$ cat config.mk
export PLATFORM = sky130hd
export DESIGN_NAME = decode_queue
export DESIGN_NICKNAME = d
export VERILOG_FILES = /design/src/rtl/decode_queue.sv
export SDC_FILE = /design/constraint.sdc
export NUM_CORES = 1
export LEC_CHECK = 0
export ABC_AREA = 1
export CORE_MARGIN = 3
export CORE_UTILIZATION = 40
export DETAILED_ROUTE_END_ITERATION = 10
export PLACE_DENSITY = 0.67
export SKIP_LAST_GASP = 1
export SYNTH_ARGS = -nofsm -noshare
export SYNTH_HDL_FRONTEND = slang
export SYNTH_SLANG_ARGS = --single-unit
export TNS_END_PERCENT = 20
$ cat constraint.sdc
create_clock -name clk -period 6.3 [get_ports clk]
set_clock_uncertainty 0.2 [all_clocks]
set_input_delay 1.575 -clock clk [delete_from_list [all_inputs] [get_ports clk]]
set_output_delay 1.575 -clock clk [all_outputs]
set_load 0.01 [all_outputs]
$ cat src/rtl/decode_queue.sv
// decode_queue: registered, buffered MIPS instruction decoder.
//
// Each raw instruction word accepted from fetch is decoded to a 6-bit ID
// (63 means illegal) and stored in a DEPTH-entry FIFO together with its
// operand fields and PC. The head entry is presented to execute as a
// first-word fall-through output.
//
// Ports:
//   clk, rst          clock, asynchronous active-high reset
//   flush             synchronous discard of all buffered entries
//   in_valid/ready    fetch handshake; in_inst, in_pc carry the instruction
//   out_valid/ready   execute handshake for the head entry
//   out_id            decoded ID (63 = illegal or empty), out_illegal flag
//   out_rs/rt/rd/sa   fields [25:21] [20:16] [15:11] [10:6]
//   out_imm           [15:0], out_target [25:0], out_pc head PC
//   count             occupied entries
//   illegal_cnt       saturating count of illegal instructions accepted
//
// Build option: define DECQ_STRICT_EN to also require reserved fields to be
// zero (or fixed) before an instruction is considered legal.

module decode_queue #(
   parameter int DEPTH = 4,
   parameter int PC_W  = 32
) (
   input  logic                     clk,
   input  logic                     rst,
   input  logic                     flush,
   input  logic                     in_valid,
   output logic                     in_ready,
   input  logic [31:0]              in_inst,
   input  logic [PC_W-1:0]          in_pc,
   output logic                     out_valid,
   input  logic                     out_ready,
   output logic [5:0]               out_id,
   output logic                     out_illegal,
   output logic [4:0]               out_rs,
   output logic [4:0]               out_rt,
   output logic [4:0]               out_rd,
   output logic [4:0]               out_sa,
   output logic [15:0]              out_imm,
   output logic [25:0]              out_target,
   output logic [PC_W-1:0]          out_pc,
   output logic [$clog2(DEPTH):0]   count,
   output logic [7:0]               illegal_cnt
);

   localparam int PW = $clog2(DEPTH);
   localparam int CW = PW + 1;
   localparam logic [CW-1:0] FULL = CW'(DEPTH);
   localparam logic [5:0] ID_ILL = 6'd63;

   // Every operand field lives inside bits [25:0], so only those are stored.
   typedef struct packed {
      logic [5:0]      id;
      logic            ill;
      logic [25:0]     tgt;
      logic [PC_W-1:0] pc;
   } entry_t;

   // ---------------------------------------------------------------- decode
   logic [5:0] op, fn, base_id, dec_id;
   logic [4:0] rs;
   logic       dec_ill;

   assign op = in_inst[31:26];
   assign fn = in_inst[5:0];
   assign rs = in_inst[25:21];

   always_comb begin
      base_id = ID_ILL;
      case (op)
         6'h00: begin
            case (fn)
               6'h20: base_id = 6'd0;
               6'h21: base_id = 6'd1;
               6'h22: base_id = 6'd2;
               6'h23: base_id = 6'd3;
               6'h24: base_id = 6'd4;
               6'h25: base_id = 6'd5;
               6'h26: base_id = 6'd6;
               6'h27: base_id = 6'd7;
               6'h2A: base_id = 6'd8;
               6'h2B: base_id = 6'd9;
               6'h00: base_id = 6'd10;
               6'h02: base_id = 6'd11;
               6'h03: base_id = 6'd12;
               6'h04: base_id = 6'd13;
               6'h06: base_id = 6'd14;
               6'h07: base_id = 6'd15;
               6'h08: base_id = 6'd16;
               6'h1B: base_id = 6'd32;
               6'h09: base_id = 6'd34;
               6'h10: base_id = 6'd42;
               6'h12: base_id = 6'd43;
               6'h11: base_id = 6'd45;
               6'h13: base_id = 6'd46;
               6'h19: base_id = 6'd48;
               6'h0C: base_id = 6'd49;
               6'h34: base_id = 6'd50;
               6'h0D: base_id = 6'd52;
               6'h1A: base_id = 6'd53;
               default: base_id = ID_ILL;
            endcase
         end
         6'h08: base_id = 6'd17;
         6'h09: base_id = 6'd18;
         6'h0C: base_id = 6'd19;
         6'h0D: base_id = 6'd20;
         6'h0E: base_id = 6'd21;
         6'h23: base_id = 6'd22;
         6'h2B: base_id = 6'd23;
         6'h04: base_id = 6'd24;
         6'h05: base_id = 6'd25;
         6'h0A: base_id = 6'd26;
         6'h0B: base_id = 6'd27;
         6'h0F: base_id = 6'd28;
         6'h02: base_id = 6'd29;
         6'h03: base_id = 6'd30;
         6'h1C: begin
            if (fn == 6'h20)      base_id = 6'd31;
            else if (fn == 6'h02) base_id = 6'd47;
         end
         6'h10: begin
            // COP0 group: ERET by func, MFC0/MTC0 distinguished by rs
            if (fn == 6'h18) base_id = 6'd33;
            else if (fn == 6'h00) begin
               if (rs == 5'h00)      base_id = 6'd41;
               else if (rs == 5'h04) base_id = 6'd44;
            end
         end
         6'h20: base_id = 6'd35;
         6'h24: base_id = 6'd36;
         6'h25: base_id = 6'd37;
         6'h28: base_id = 6'd38;
         6'h29: base_id = 6'd39;
         6'h21: base_id = 6'd40;
         6'h01: base_id = 6'd51;
         default: base_id = ID_ILL;
      endcase
   end

`ifdef DECQ_STRICT_EN
   logic [4:0] rt, rd, sa;
   logic       strict_ok;

   assign rt = in_inst[20:16];
   assign rd = in_inst[15:11];
   assign sa = in_inst[10:6];

   // Reserved-field checks layered on top of the op/func match.
   always_comb begin
      strict_ok = 1'b1;
      case (base_id)
         6'd10, 6'd11, 6'd12: strict_ok = (rs == 5'd0);
         6'd0, 6'd1, 6'd2, 6'd3, 6'd4, 6'd5, 6'd6, 6'd7, 6'd8, 6'd9,
         6'd13, 6'd14, 6'd15: strict_ok = (sa == 5'd0);
         6'd16:               strict_ok = (rt == 5'd0) && (rd == 5'd0) && (sa == 5'd0);
         6'd33:               strict_ok = (in_inst == 32'h42000018);
         6'd41, 6'd44:        strict_ok = (in_inst[10:3] == 8'd0);
         6'd51:               strict_ok = (rt == 5'd1);
         6'd42, 6'd43:        strict_ok = (rs == 5'd0) && (rt == 5'd0) && (sa == 5'd0);
         6'd45, 6'd46:        strict_ok = (rt == 5'd0) && (rd == 5'd0) && (sa == 5'd0);
         default:             strict_ok = 1'b1;
      endcase
   end

   assign dec_id = strict_ok ? base_id : ID_ILL;
`else
   assign dec_id = base_id;
`endif

   assign dec_ill = (dec_id == ID_ILL);

   // ---------------------------------------------------------------- FIFO
   entry_t        mem [DEPTH];
   entry_t        head;
   logic [PW-1:0] wr_ptr, rd_ptr;
   logic          push, pop, empty;

   assign empty    = (count == '0);
   assign in_ready = (count < FULL);
   assign push     = in_valid && in_ready && !flush;
   assign pop      = !empty && out_ready && !flush;

   always_ff @(posedge clk) begin
      if (push) mem[wr_ptr] <= '{id: dec_id, ill: dec_ill, tgt: in_inst[25:0], pc: in_pc};
   end

   always_ff @(posedge clk or posedge rst) begin
      if (rst) begin
         wr_ptr      <= '0;
         rd_ptr      <= '0;
         count       <= '0;
         illegal_cnt <= '0;
      end else begin
         if (push && dec_ill && illegal_cnt != 8'hFF) illegal_cnt <= illegal_cnt + 8'd1;
         if (flush) begin
            wr_ptr <= '0;
            rd_ptr <= '0;
            count  <= '0;
         end else begin
            if (push) wr_ptr <= wr_ptr + PW'(1);
            if (pop)  rd_ptr <= rd_ptr + PW'(1);
            case ({push, pop})
               2'b10:   count <= count + CW'(1);
               2'b01:   count <= count - CW'(1);
               default: count <= count;
            endcase
         end
      end
   end

   // ---------------------------------------------------------------- head
   // Storage is not reset, so every head output is masked while empty.
   assign head        = mem[rd_ptr];
   assign out_valid   = !empty;
   assign out_id      = empty ? ID_ILL : head.id;
   assign out_illegal = !empty && head.ill;
   assign out_target  = empty ? 26'd0 : head.tgt;
   assign out_rs      = out_target[25:21];
   assign out_rt      = out_target[20:16];
   assign out_rd      = out_target[15:11];
   assign out_sa      = out_target[10:6];
   assign out_imm     = out_target[15:0];
   assign out_pc      = empty ? '0 : head.pc;

endmodule

Word-level counts from Yosys, hierarchy flattened
Memory sizes are Yosys's and may differ from the RTL's.
Index checks and enable logic that the tools add are counted.
Operators by class
  $lt $le $gt $ge: 1
  equality and inequality tests: 31
  reduce and logical (&&, ||, !) cells: 16
  muxes and demuxes: 18
  add/subtract/negate cells: 5
Operators with widths (number)
  $pmux 6 s24: 1
  $eq 6x6->1 const B: 10
  $eq 6x4->1 const B: 8
  $mux 32: 1
  $mux 26: 1
  $mux 5: 5
  $eq 6x2->1 const B: 3
  $eq 6x5->1 const B: 3
  $eq 6x3->1 const B: 2
  $logic_not 6->1: 2
  $mux 6: 2
  $add 8x1->8 const B: 1
  $mux 2: 4
  $ne 8x8->1 const B: 1
  $logic_and 1x1->1: 7
  $eq 6x1->1 const B: 1
  $pmux 3 s2: 1
  $eq 5x3->1 const B: 1
  $logic_not 5->1: 1
  $add 2x1->2 const B: 2
  $reduce_bool 2->1: 2
  $add 3x1->3 const B: 1
  $logic_not 3->1: 1
  $lt 3x3->1 const B: 1
  7 further kinds: 9
Word-level totals
  bits in read-only memories: 384
  word-level logic and storage cells: 77
  memories: 2
  flip-flop bits (word level): 15
  memory bits (writable): 260
Memory list
  (no name shown): words 64, width 6, rd ports 1, clocked after memory_dff 0, wr ports 0, line 74  | case (fn)
  mem: words 4, width 65, rd ports 1, clocked after memory_dff 0, wr ports 1, line 176  | entry_t mem [DEPTH];

Logic depth before layout (Yosys ltp)
  depth after elaboration: 9
  gate-level depth with buffers: 16
  depth with buffers taken out: 15

Worst setup path after synthesis
No wires, ideal clock.
  path kind: input -> register
  from: input port flush
  to: memory mem[0][0] (netlist name) (enable)
  setup slack: 1.005 ns
  stages: 3
  data required time: 5.611 ns
  arrival: 4.607 ns
  path through: inv_1 -> nand3_1 -> nor2_1
Between the ends
  cells in the longest elaborated chain, start to end: 4
RTL lines
  start: declaration: line 28  | input logic flush,
  $logic_not 1->1: line 183  | assign push = in_valid && in_ready && !flush;
  $logic_and 1x1->1: line 183
  $mux 1: line 187  | if (push) mem[wr_ptr] <= '{id: dec_id, ill: dec_ill, tgt: in_inst[25:0], pc: in_pc};
  $mux 1 (implied by the code): line 187
  end: declaration: line 176
No other way between the ends.

Worst setup path in the final report
  from: register rd_ptr[0]
  to: output port out_id[5]
Between the ends
  cells in the longest elaborated chain, start to end: 2
RTL lines
  start: declaration: line 178  | logic [PW-1:0] wr_ptr, rd_ptr;
  start signal: assignment: line 204  | if (pop) rd_ptr <= rd_ptr + PW'(1);
  $mem_v2 4x65
  $mux 6: line 218  | assign out_id = empty ? ID_ILL : head.id;
  end: declaration: line 35  | output logic [5:0] out_id,
No other way between the ends.

==> impl_metrics.tcl <==
set metrics [dict create \
    ios 183 \
    grt_usage_pct 16.3 \
    post-dp-hpwl_mm 16.3 \
    cts-resized-gates 0 \
    htreeDepth 1 \
    critical-path-top-delay-family "buffers and inverters" \
    cts_root_buf "clkbuf_16" \
    clk_pin_slew_ns 0.06 \
    synth_common_cells "nor2_1, edfxtp_1, o21ai_0, nand2_1, a21oi_1" \
    crit_fanout 84 \
    slowest_stage "buf_4" \
    rrSetupSlack_ns 3.38 \
    crit_chain "buf_4, nor2_1, o311ai_0, clkdlybuf4s50_1" \
    drive_gt1_share_pct 7.24 \
    drt-initial-drc-count 540 \
    highest_layer "met4" \
    finalSetupViolations 0 \
    synthesis.area_um2 12200 \
    grt_pass1_vias 8333 \
    gp_congestion 0.846 \
    cap_violations 0 \
    rows 63 \
    m1WireLength_mm 12.1 \
    hold_class "flip-flop to flip-flop" \
    finalPower_mw 6.04 \
    clockBufferDepth 3 \
    synth_edf_count 260 \
    drc_errors 0 \
    vias_per_cell 5.06 \
    syn_nets 1212 \
    max_freq_mhz 187 \
    crit_path_end_kind "primary output" \
    worstPathRequired_ns 4.53 \
    cts_sinks 275 \
    critPathArrivalTime_ns 3.58 \
    ant_nets 0 \
    ys_ff_latch 275 \
    drtPass1Iterations 5 \
    clk_latency_ns 0.52 \
    ys.warnings.count 0 \
    grt_start_max_net_pins 85 \
    hold_viol_final 0 \
    fin_cells 1675 \
    fp.dieH_um 181 \
    cp_num_buf_inv 2 \
    placed_cells 1623 \
    yosysTopAreaCellShare_pct 64.0 \
    die-area_um2 32600 \
    die_w_um 181 \
    synth.avg_cell_area_um2 10.8 \
    status "finished, final reports clean" \
    p_per_area_nw_per_um2 400 \
    wire_per_inst_um 16.4 \
    ys_seq_area_share_pct 67.1 \
    wl_mm 27.5 \
    synth_async_sr_flop_share_pct 5.45 \
    port_buffers 182 \
    hold_buffers 0 \
    areaGrowthSynthToFinish_pct 23.9 \
    grt_pass1_wl_mm 43.5 \
    diodes 0 \
    start_util_pct 40.8 \
    yosysTopAreaCell "edfxtp_1" \
    core-area_um2 29900 \
    numCtsBuffers 28 \
    rsz0062_at_grt "no" \
    synth.distinct_cells 35 \
    antenna_found_initial 0 \
    synth_area_leaders "edfxtp_1, nor2_1, o21ai_0" \
    synth_ff_type "edfxtp_1" \
    route.met3.wl_mm 1.43 \
    cts_tree "yes" \
    vias 8473 \
    timing.setup.tns_ns 0 \
    drv_slew 0 \
    critPathMaxStageDelay_ns 0.77 \
    syn_inst 1131 \
    timing.final.crit_share_pct 85.1 \
    grt_overflow 0 \
    dr_wl_met2_mm 13.3 \
    tightest_slew_ns 1.04 \
    slew_headroom_pct 30.9 \
    place_ws_ns 1.49 \
    cts_setup_buffers 0 \
    vdd_drop_max_v 0.000188 \
    fin_crit_ns 5.36 \
    nets 1344 \
    synth_most_common_cell "nor2_1" \
    path_class "flip-flop to primary output" \
    worst_slack_ns 0.941 \
    start_kind "flip-flop" \
    p_leak_nw 5.41 \
]
-- stage by stage --
stage,hold WS [ns],area [µm²],util (%)
floorplan,0.315,12200,-
global placement,0.323,14100,47.3
detailed placement,0.324,14100,47.3
CTS,0.342,15100,50.6
global route,0.381,15100,50.6
finish,0.342,15100,50.6
-- kinds of logic (layout without fill, tap and decap cells) --
| logic type | after synthesis | after routing | share of synthesized area (%) |
|---|---|---|---|
| flip-flops | 275 | 275 | 67.1 |
| buffers and inverters | 142 | 296 | 5.61 |
| AND/OR/NAND/NOR | 473 | 473 | 15.9 |
| adder cells (fa/ha/maj) | 12 | 12 | 1.29 |
| XOR/XNOR | 7 | 7 | 0.503 |
| AO/OA/AOI/OAI | 222 | 222 | 9.54 |
-- power breakdown --
| part | internal, mW | switching (mW) |
|---|---|---|
| sequential | 2.16 | 0.0876 |
| clock | 1.03 | 0.642 |
| combinational | 0.987 | 1.14 |
| total | 4.17 | 1.87 |
-- routing by layer --
metal / track usage (%) / vias to the layer above
met5: 0 / -
met1: 21.4 / 4085
met2: 27.9 / 217
li1: - / 4126
met4: 5.07 / 0
met3: 2.66 / 45
-- flip-flops by register name (all words and copies together), names as in the netlist --
register and cells:
rd_ptr 2, wr_ptr 2, count 3, illegal_cnt 8, mem 260
-- final timing paths --
check                           depth (start not counted)                         end                  startpoint
worst max-delay path                                    4                   out_id[5]       rd_ptr[0]$_DFFE_PP0P_
worst min-delay path                                    2  illegal_cnt[1]$_DFFE_PP0P_  illegal_cnt[1]$_DFFE_PP0P_
worst max register to register                          8        count[2]$_DFFE_PP0P_        count[1]$_DFFE_PP0P_
worst min register to register                          2  illegal_cnt[1]$_DFFE_PP0P_  illegal_cnt[1]$_DFFE_PP0P_
max in group asynchronous                               2       rd_ptr[0]$_DFFE_PP0P_                         rst
min in group asynchronous                               2  illegal_cnt[0]$_DFFE_PP0P_                         rst
-- final cells by class --
type	count	area (µm²)
fillers	2598	14800
clock inverters	8	92.6
well taps	390	488
clock buffers	44	872
flip-flops and latches	275	8190
repair buffers	192	1910
multi-input cells	714	3360
inverters	52	196
-- worst reg2reg max path, stage by stage (launching register included) --
cell and delay, ns:
dfrtp_1 0.45, nor3_2 0.19, buf_4 0.66, inv_2 0.30
nand2_1 0.25, nor2_1 0.11, fa_1 0.40, xnor2_1 0.17
o22ai_1 0.08
-- cell usage in the layout, fill, tap and decap left out, drive strengths merged, types with 7 or more instances in the layout --
| cell | n |
|---|---|
| clkinv | 7 |
| nor2 | 323 |
| ha | 11 |
| clkbuf | 44 |
| a21oi | 67 |
| dfrtp | 15 |
| buf | 10 |
| nand2 | 96 |
| edfxtp | 260 |
| o21ai | 140 |
| nand3 | 49 |
| clkdlybuf4s50 | 182 |
| inv | 50 |
Note: power is estimated with default switching activity, not from simulation.
